[src/rtl/ram_wr_scheduler_if.sv]
// Bundle for the write scheduler: four client request channels plus the
// registered memory write port and the busy flag.
interface ram_wr_scheduler_if #(
  parameter int BLOCKSIZE = 10,
  parameter int DATA_W    = 32
);
  logic                c0_valid, c1_valid, c2_valid, c3_valid;
  logic                c0_ready, c1_ready, c2_ready, c3_ready;
  logic [BLOCKSIZE:0]  c0_addr,  c1_addr,  c2_addr,  c3_addr;
  logic [DATA_W-1:0]   c0_data,  c1_data,  c2_data,  c3_data;
  logic [BLOCKSIZE:0]  w_addr_1;
  logic [DATA_W-1:0]   w_din_1;
  logic                w_enb_1;
  logic                busy;

  modport master (
    output c0_valid, c1_valid, c2_valid, c3_valid,
    output c0_addr,  c1_addr,  c2_addr,  c3_addr,
    output c0_data,  c1_data,  c2_data,  c3_data,
    input  c0_ready, c1_ready, c2_ready, c3_ready,
    input  w_addr_1, w_din_1, w_enb_1, busy
  );

  modport slave (
    input  c0_valid, c1_valid, c2_valid, c3_valid,
    input  c0_addr,  c1_addr,  c2_addr,  c3_addr,
    input  c0_data,  c1_data,  c2_data,  c3_data,
    output c0_ready, c1_ready, c2_ready, c3_ready,
    output w_addr_1, w_din_1, w_enb_1, busy
  );
endinterface

[src/rtl/ram_wr_scheduler.sv]
// Four-client round-robin write scheduler feeding the memory's single write port.
// Define WR_PRIO_EN to give client 0 strict priority over round-robin clients 1..3.
module ram_wr_scheduler #(
  parameter int BLOCKSIZE  = 10,
  parameter int DATA_W     = 32,
  parameter int DEPTH_LOG2 = 2
) (
  input  logic                 clk,
  input  logic                 rst,
  ram_wr_scheduler_if.slave    bus
);
  localparam int DEPTH = 1 << DEPTH_LOG2;
  localparam int CW    = DEPTH_LOG2 + 1;

`ifdef WR_PRIO_EN
  localparam logic [3:0] RR_MASK = 4'b1110;
`else
  localparam logic [3:0] RR_MASK = 4'b1111;
`endif

  typedef struct packed {
    logic [BLOCKSIZE:0] addr;
    logic [DATA_W-1:0]  data;
  } entry_t;

  logic   [3:0]                 c_valid;
  entry_t                       c_entry [4];
  logic   [3:0]                 ready, nonempty, push, pop;
  logic   [3:0][CW-1:0]         cnt_q, cnt_d;
  logic   [3:0][DEPTH_LOG2-1:0] wr_ptr_q, wr_ptr_d, rd_ptr_q, rd_ptr_d;
  logic   [1:0]                 ptr_q, ptr_d;
  logic   [1:0]                 scan, rr_idx, grant_idx;
  logic                         rr_valid, grant_valid;
  entry_t                       fifo_mem [4][DEPTH];
  entry_t                       head;
  entry_t                       w_entry_q, w_entry_d;
  logic                         w_enb_q, w_enb_d;

  assign c_valid    = {bus.c3_valid, bus.c2_valid, bus.c1_valid, bus.c0_valid};
  assign c_entry[0] = {bus.c0_addr, bus.c0_data};
  assign c_entry[1] = {bus.c1_addr, bus.c1_data};
  assign c_entry[2] = {bus.c2_addr, bus.c2_data};
  assign c_entry[3] = {bus.c3_addr, bus.c3_data};

  // Ready and non-empty come only from registered counts, never from valid.
  always_comb begin
    for (int n = 0; n < 4; n++) begin
      ready[n]    = (cnt_q[n] != CW'(DEPTH));
      nonempty[n] = (cnt_q[n] != '0);
    end
  end

  // NOTE: every variable gets a default before any conditional write so no latch is inferred.
  always_comb begin
    rr_valid = 1'b0;
    rr_idx   = ptr_q;
    scan     = ptr_q;
    for (int i = 1; i <= 4; i++) begin
      scan = ptr_q + 2'(i);
      if (!rr_valid && nonempty[scan] && RR_MASK[scan]) begin
        rr_valid = 1'b1;
        rr_idx   = scan;
      end
    end
  end

  always_comb begin
`ifdef WR_PRIO_EN
    if (nonempty[0]) begin
      grant_valid = 1'b1;
      grant_idx   = 2'd0;
      ptr_d       = ptr_q;
    end else begin
      grant_valid = rr_valid;
      grant_idx   = rr_idx;
      ptr_d       = rr_valid ? rr_idx : ptr_q;
    end
`else
    grant_valid = rr_valid;
    grant_idx   = rr_idx;
    ptr_d       = rr_valid ? rr_idx : ptr_q;
`endif
  end

  always_comb begin
    for (int n = 0; n < 4; n++) begin
      push[n]     = c_valid[n] && ready[n];
      pop[n]      = grant_valid && (grant_idx == 2'(n));
      cnt_d[n]    = cnt_q[n] + CW'(push[n]) - CW'(pop[n]);
      wr_ptr_d[n] = wr_ptr_q[n] + DEPTH_LOG2'(push[n]);
      rd_ptr_d[n] = rd_ptr_q[n] + DEPTH_LOG2'(pop[n]);
    end
  end

  assign head      = fifo_mem[grant_idx][rd_ptr_q[grant_idx]];
  assign w_enb_d   = grant_valid;
  assign w_entry_d = grant_valid ? head : w_entry_q;

  // NOTE: FIFO storage has no reset; the counts and pointers alone define which entries are live.
  always_ff @(posedge clk) begin
    for (int n = 0; n < 4; n++) begin
      if (push[n]) fifo_mem[n][wr_ptr_q[n]] <= c_entry[n];
    end
  end

  // NOTE: state registers use non-blocking assignments so every flop samples pre-edge values.
  always_ff @(posedge clk or negedge rst) begin
    if (!rst) begin
      cnt_q     <= '0;
      wr_ptr_q  <= '0;
      rd_ptr_q  <= '0;
      ptr_q     <= 2'd3;
      w_enb_q   <= 1'b0;
      w_entry_q <= '0;
    end else begin
      cnt_q     <= cnt_d;
      wr_ptr_q  <= wr_ptr_d;
      rd_ptr_q  <= rd_ptr_d;
      ptr_q     <= ptr_d;
      w_enb_q   <= w_enb_d;
      w_entry_q <= w_entry_d;
    end
  end

  assign bus.c0_ready = ready[0];
  assign bus.c1_ready = ready[1];
  assign bus.c2_ready = ready[2];
  assign bus.c3_ready = ready[3];
  assign bus.w_addr_1 = w_entry_q.addr;
  assign bus.w_din_1  = w_entry_q.data;
  assign bus.w_enb_1  = w_enb_q;
  assign bus.busy     = (|nonempty) | w_enb_q;
endmodule
[src/flat_wrapper.sv]
// flat-port wrapper written by rule: the top's interface ports become plain ports
module ram_wr_scheduler_flat 
#(
  parameter int BLOCKSIZE  = 10,
  parameter int DATA_W     = 32,
  parameter int DEPTH_LOG2 = 2
)
  (clk, rst, bus_c0_valid, bus_c1_valid, bus_c2_valid, bus_c3_valid, bus_c0_addr, bus_c1_addr, bus_c2_addr, bus_c3_addr, bus_c0_data, bus_c1_data, bus_c2_data, bus_c3_data, bus_c0_ready, bus_c1_ready, bus_c2_ready, bus_c3_ready, bus_w_addr_1, bus_w_din_1, bus_w_enb_1, bus_busy);
  ram_wr_scheduler_if #(.BLOCKSIZE(BLOCKSIZE), .DATA_W(DATA_W)) bus_i ();
  input  logic clk;
  input  logic rst;
  input wire logic [$bits(bus_i.c0_valid)-1:0] bus_c0_valid;
  input wire logic [$bits(bus_i.c1_valid)-1:0] bus_c1_valid;
  input wire logic [$bits(bus_i.c2_valid)-1:0] bus_c2_valid;
  input wire logic [$bits(bus_i.c3_valid)-1:0] bus_c3_valid;
  input wire logic [$bits(bus_i.c0_addr)-1:0] bus_c0_addr;
  input wire logic [$bits(bus_i.c1_addr)-1:0] bus_c1_addr;
  input wire logic [$bits(bus_i.c2_addr)-1:0] bus_c2_addr;
  input wire logic [$bits(bus_i.c3_addr)-1:0] bus_c3_addr;
  input wire logic [$bits(bus_i.c0_data)-1:0] bus_c0_data;
  input wire logic [$bits(bus_i.c1_data)-1:0] bus_c1_data;
  input wire logic [$bits(bus_i.c2_data)-1:0] bus_c2_data;
  input wire logic [$bits(bus_i.c3_data)-1:0] bus_c3_data;
  output wire logic [$bits(bus_i.c0_ready)-1:0] bus_c0_ready;
  output wire logic [$bits(bus_i.c1_ready)-1:0] bus_c1_ready;
  output wire logic [$bits(bus_i.c2_ready)-1:0] bus_c2_ready;
  output wire logic [$bits(bus_i.c3_ready)-1:0] bus_c3_ready;
  output wire logic [$bits(bus_i.w_addr_1)-1:0] bus_w_addr_1;
  output wire logic [$bits(bus_i.w_din_1)-1:0] bus_w_din_1;
  output wire logic [$bits(bus_i.w_enb_1)-1:0] bus_w_enb_1;
  output wire logic [$bits(bus_i.busy)-1:0] bus_busy;
  assign bus_i.c0_valid = bus_c0_valid;
  assign bus_i.c1_valid = bus_c1_valid;
  assign bus_i.c2_valid = bus_c2_valid;
  assign bus_i.c3_valid = bus_c3_valid;
  assign bus_i.c0_addr = bus_c0_addr;
  assign bus_i.c1_addr = bus_c1_addr;
  assign bus_i.c2_addr = bus_c2_addr;
  assign bus_i.c3_addr = bus_c3_addr;
  assign bus_i.c0_data = bus_c0_data;
  assign bus_i.c1_data = bus_c1_data;
  assign bus_i.c2_data = bus_c2_data;
  assign bus_i.c3_data = bus_c3_data;
  assign bus_c0_ready = bus_i.c0_ready;
  assign bus_c1_ready = bus_i.c1_ready;
  assign bus_c2_ready = bus_i.c2_ready;
  assign bus_c3_ready = bus_i.c3_ready;
  assign bus_w_addr_1 = bus_i.w_addr_1;
  assign bus_w_din_1 = bus_i.w_din_1;
  assign bus_w_enb_1 = bus_i.w_enb_1;
  assign bus_busy = bus_i.busy;
  ram_wr_scheduler #(.BLOCKSIZE(BLOCKSIZE), .DATA_W(DATA_W), .DEPTH_LOG2(DEPTH_LOG2)) u_core (.clk(clk), .rst(rst), .bus(bus_i));
endmodule
[config.mk]
export PLATFORM = sky130hd
export DESIGN_NAME = ram_wr_scheduler_flat
export DESIGN_NICKNAME = d
export VERILOG_FILES = /design/src/rtl/ram_wr_scheduler_if.sv /design/src/rtl/ram_wr_scheduler.sv /design/src/flat_wrapper.sv
export SDC_FILE = /design/constraint.sdc
export NUM_CORES = 1
export LEC_CHECK = 0
export BUFFER_PORTS_ARGS = -buffer_cell sky130_fd_sc_hd__clkbuf_2
export CORE_MARGIN = 5
export CORE_UTILIZATION = 60
export DETAILED_ROUTE_END_ITERATION = 10
export PLACE_DENSITY = 0.8
export SLEW_MARGIN = 40
export SYNTH_ARGS = -nofsm -noshare
export SYNTH_HDL_FRONTEND = slang
export SYNTH_SLANG_ARGS = --single-unit
[constraint.sdc]
create_clock -name clk -period 8.57 [get_ports clk]
set_clock_uncertainty 0.15 [all_clocks]
set_input_delay 2.1425 -clock clk [delete_from_list [all_inputs] [get_ports clk]]
set_output_delay 2.1425 -clock clk [all_outputs]
set_load 0.03 [all_outputs]
# [Yosys cells after proc, flatten, opt, wreduce, memory -nomap -nowiden]
# Memory sizes are Yosys's and may differ from the RTL's.
# Index checks and enable logic that the tools add are counted.
[op_classes] n_addsub=19 multipliers=0 div=0 magnitude_cmp=14 n_eq_ne=7 shift=0 n_mux=45 bitwise=6 n_reduce_logical=28
[op_table] op="2-to-1 mux 172 bit" count=4
[op_table] op="demux 43 bit (select 2 bit)" count=4
[op_table] op="2-to-1 mux 43 bit" count=6
[op_table] op="binary-select mux 43 bit (select 2 bit)" count=1
[op_table] op="logical AND 1 bit" count=19
[op_table] op="adder 2 x 1 -> 2 bit" count=8
[op_table] op="binary-select mux 1 bit (select 2 bit)" count=8
[op_table] op="2-to-1 mux 1 bit" count=16
[op_table] op=">= comparator 3 bit, second input constant" count=5
[op_table] op="less-than comparator 2 x 3 -> 1 bit, second input constant" count=5
[op_table] op="NOT 2 -> 3 bit" count=5
[op_table] op="adder 3 x 1 -> 3 bit" count=4
[op_table] op="less-than comparator 3 x 1 -> 1 bit, second input constant" count=4
[op_table] op="inequality test 3 bit, second input constant" count=4
[op_table] op="nonzero test 3 bit" count=4
[op_table] op="subtractor 3 x 1 -> 3 bit" count=4
[op_table] op="2-to-1 mux 2 bit" count=5
[op_table] op="adder 2 bit, second input constant" count=2
[op_table] op="binary-select mux 2 bit (select 2 bit)" count=1
[op_table] op="equality test 2 bit, second input constant" count=2
[op_table] op="OR reduction 4 bit" count=1
[op_table] op="zero test 1 bit" count=3
[op_table] op="adder 2 x 1 -> 2 bit, second input constant" count=1
[op_table] op="equality test 2 x 1 -> 1 bit, second input constant" count=1
[op_table] op="2 further kinds" count=2
[totals] regBits=74 latchBits=0 ram_bits=688 mem_bits_ro=0 inputBits=178 output_inout_bits=49 word_cells=136 mem_count=1
[memory_table] memory="u_core.fifo_mem" words=4 word_bits=172 rd=1 rd_clocked_by_memory_dff=0 wr=4 line_no="ram_wr_scheduler.sv:34" rtl="entry_t fifo_mem [4][DEPTH];"

# [Depth between registers and ports, before layout]
[depth] depth_word=23 ltp_mapped=14 mapped_depth_nobuf=11

# [Worst setup path before layout]
# Ideal clock, no wire load.
[synth_timing] path_kind="input to register" start="input bus_c2_valid" end="memory u_core.fifo_mem[2][100] in the netlist's numbering (enable)" setup_time_ns=0.506 t_arrival_ns=5.462 required_time_ns=7.914 setup_slack_ns=2.452 stages=2 cell_sequence="nand2_1 -> nor3b_1"
[synth_lines] item="start: declaration" line_no="flat_wrapper.sv:14" rtl="input wire logic [$bits(bus_i.c2_valid)-1:0] bus_c2_valid;"
[synth_lines] item="end: declaration" line_no="ram_wr_scheduler.sv:34"

# [Worst setup path after layout]
[layout_timing] start="register u_core.cnt_q[1] in the netlist's numbering" end="output bus_busy"
[layout_between] elab_chain_len=3
[layout_lines] item="start: declaration" line_no="ram_wr_scheduler.sv:29" rtl="logic [3:0][CW-1:0] cnt_q, cnt_d;"
[layout_lines] item="start signal: assignment" line_no="ram_wr_scheduler.sv:116" rtl="cnt_q <= cnt_d;"
[layout_lines] item="nonzero test 3 bit" line_no="ram_wr_scheduler.sv:49" rtl="nonempty[n] = (cnt_q[n] != '0);"
[layout_lines] item="OR reduction 4 bit" line_no="ram_wr_scheduler.sv:132" rtl="assign bus.busy = (|nonempty) | w_enb_q;"
[layout_lines] item="bitwise OR 1 bit" line_no="ram_wr_scheduler.sv:132"
[layout_lines] item="end: declaration" line_no="flat_wrapper.sv:31" rtl="output wire logic [$bits(bus_i.busy)-1:0] bus_busy;"
# Every way passes these cells.

==> results.toml <==
[outcome]
status = "complete, no violations"

[floorplan]
die_height_um = 233
dieWidth_um = 233
core.rowCount = 81
coreArea_mm2 = 0.0491
die_area_mm2 = 0.0542
io_pins = 227
start_util = 0.607

[power_and_ir_drop]
p_int_mw = 9.24
switchingPower_mw = 6.39
irDropWorstVdd_mv = 0.637
cellLeakagePower_nw = 12.5
pwr_density_cell_mw_per_mm2 = 456
combPwrFrac = 0.442
sw_frac_of_total = 0.409
clockPowerShare = 0.214
seqPwrFrac = 0.344

[logic_synthesis]
synth-edff-count = 688
async_flop_share = 0.0971
ys_ff_latch = 762
synthTopCellsByArea = "edfxtp_1, dfrtp_1, nand2_1"
netlist_area_mm2 = 0.0298
synth-main-ff-cell = "edfxtp_1"
syn_avg_cell_area_um2 = 14.5
synth.largest_area_cell = "edfxtp_1"
synth_top_area_share = 0.694
ys_warn_count = 0
synth_nets = 2244
ys_seq_area_frac = 0.756
synth.distinct_cells = 40
syn_inst = 2054

[min_path]
hold_class = "flop to flop"
hold_path.startpoint = "u_core.rd_ptr_q[1]"

[global_route]
grt_pass1_wl_um = 116000
grt_use_total = 0.287
grt_pass1_vias = 18744
antenna_found_initial = 14
grt_max_degree = 169
overflow = 0

[final_layout]
final_cell_mix = "edfxtp_1, nand2_1, clkbuf_2, mux2i_1, a211oi_1"
final_nets = 2448
fillers = 3109
fin_cells = 2994
area_growth_pct = 15.1
final_common_cell = "edfxtp_1"
drive_above_1_share = 0.176
multiInputGateArea_mm2 = 0.00674
finish.utilization = 0.698
final-seq-area_mm2 = 0.0225

[timing]
setup_viol = 0
finalHoldViolCount = 0
worstMarginPinSlew_ps = 905
setup_tns_ps = 0
drv_slew = 0
finalCritPeriodShare = 0.527
rsz0062_at_grt = "false"
relSlewSlack = 0.397
fin_crit_ps = 4510
fmax_ghz = 0.221

[critical_path]
critPathLaunch = "u_core.cnt_q[1]"
worst-setup-path-type = "flop to output pin"
crit_path_max_fanout = 4
slowest_delay_ps = 440
end_kind = "output pin"
worstPathArrival_ps = 2220
rr_startpoint = "u_core.cnt_q[11]"
cp-start-kind = "flop"
slowest_stage = "dfrtp_1"
crit_family = "simple AND/OR/NAND/NOR gates"
cp_cell_sequence = "nor3_1, nand2_1, or3_1, clkbuf_2"
path_buf_inv = 1
required_ps = 6280

[detailed_routing]
routed_wl_um = 78900
viasPerCell = 6.35
ant_nets = 0
wl_per_cell_um = 26.3
drtIter0Drc = 2755
first_pass_iters = 7
drc = 0
dr_total_vias = 19017

[clocking]
cts_buffer_depth = 3
cts_setup_buffers = 0
cts_buffers = 75
root_buffer = "clkbuf_16"
clock_latency_ps = 620
cts_resized = 0
path_clk_slew_ps = 60
holdBufCountCts = 0
tritoncts = "done"
clock-sinks = 762
htreeDepth = 3

[placed_design]
gp_congestion = 0.841
hpwlAfterDp_um = 43700
placed_cells = 2843
io_buffers = 226

[run]
drv_cap = 0
[layer usage]
metal	up-vias	share of wire	GRT usage
met5	-	0.00075	0
li1	8205	-	-
met3	187	0.11	0.0559
met4	8	0.030	0.110
met1	9332	0.36	0.393
met2	1285	0.49	0.465
[state kept, by name, summed over array words and instances, names as in the netlist]
| name | count |
|---|---|
| u_core.bus.w_addr_1 | 11 |
| u_core.bus.w_din_1 | 32 |
| u_core.bus.w_enb_1 | 1 |
| u_core.cnt_q | 12 |
| u_core.fifo_mem | 688 |
| u_core.ptr_q | 2 |
| u_core.rd_ptr_q | 8 |
| u_core.wr_ptr_q | 8 |
[cell usage after synthesis, types with 3 or more instances]
| library cell | number |
|---|---|
| a211oi_1 | 87 |
| a21oi_1 | 86 |
| a221oi_1 | 43 |
| a22oi_1 | 43 |
| a311oi_1 | 43 |
| a31oi_1 | 43 |
| and3_1 | 90 |
| buf_1 | 15 |
| buf_2 | 37 |
| clkbuf_1 | 85 |
| dfrtp_1 | 72 |
| edfxtp_1 | 688 |
| fa_1 | 4 |
| ha_1 | 8 |
| inv_1 | 14 |
| mux2i_1 | 92 |
| nand2_1 | 448 |
| nor2_1 | 56 |
| nor3_1 | 50 |
| nor3b_1 | 3 |
| xnor2_1 | 17 |
| xor2_1 | 7 |
[metrics by stage]
stage / hold slack, ps / instance area, um^2 / total power, mW / worst slack, ps
2_1_floorplan: 294 / 29800 / 10.2 / 2450
3_3_place_gp: 315 / 31600 / 11.8 / 4030
3_5_place_dp: 314 / 31700 / 12.2 / 4070
4_1_cts: 326 / 34200 / 15.5 / 4040
5_1_grt: 337 / 34300 / 16.4 / 3880
6_report: 324 / 34300 / 15.6 / 4060
[logic make-up (layout without fill, tap and decap cells)]
group | count (synthesis) | in the layout | share of synthesized area
buffers and inverters | 153 | 418 | 0.0210
other | 0 | 11 | 0
AND/OR/NAND/NOR | 660 | 660 | 0.0948
adder cells (fa/ha/maj) | 12 | 12 | 0.00605
AO/OA/AOI/OAI | 350 | 350 | 0.0833
flip-flops | 762 | 762 | 0.756
XOR/XNOR | 24 | 24 | 0.00706
multiplexers | 93 | 93 | 0.0317
[final timing paths]
kind                            cells after the start                      to  slack (ps)
worst max-delay path                                4                bus_busy        4060
worst min-delay path                                1      u_core.rd_ptr_q[1]         320
worst max register to register                      9  u_core.bus.w_addr_1[6]        4210
worst min register to register                      1      u_core.rd_ptr_q[1]         320
max in group asynchronous                           3         u_core.ptr_q[0]        5770
min in group asynchronous                           1         u_core.cnt_q[8]        1350
[area by class of cell]
type / count / area share
sequential: 762 / 0.657
multi-input combinational: 1139 / 0.197
clock buffer: 97 / 0.0596
timing repair buffer: 265 / 0.0461
tap: 664 / 0.0242
clock inverter: 41 / 0.0134
inverter: 15 / 0.00208
antenna: 11 / 0.000803
[power groups by stage]
stage / registers, mW / logic, mW / clock network [mW]
2_1_floorplan: 5.57 / 4.63 / 0
3_3_place_gp: 5.40 / 6.40 / 0
3_5_place_dp: 5.43 / 6.75 / 0
4_1_cts: 5.37 / 6.80 / 3.36
5_1_grt: 5.43 / 7.47 / 3.54
6_report: 5.37 / 6.91 / 3.34
(Power assumes the default switching activity.)
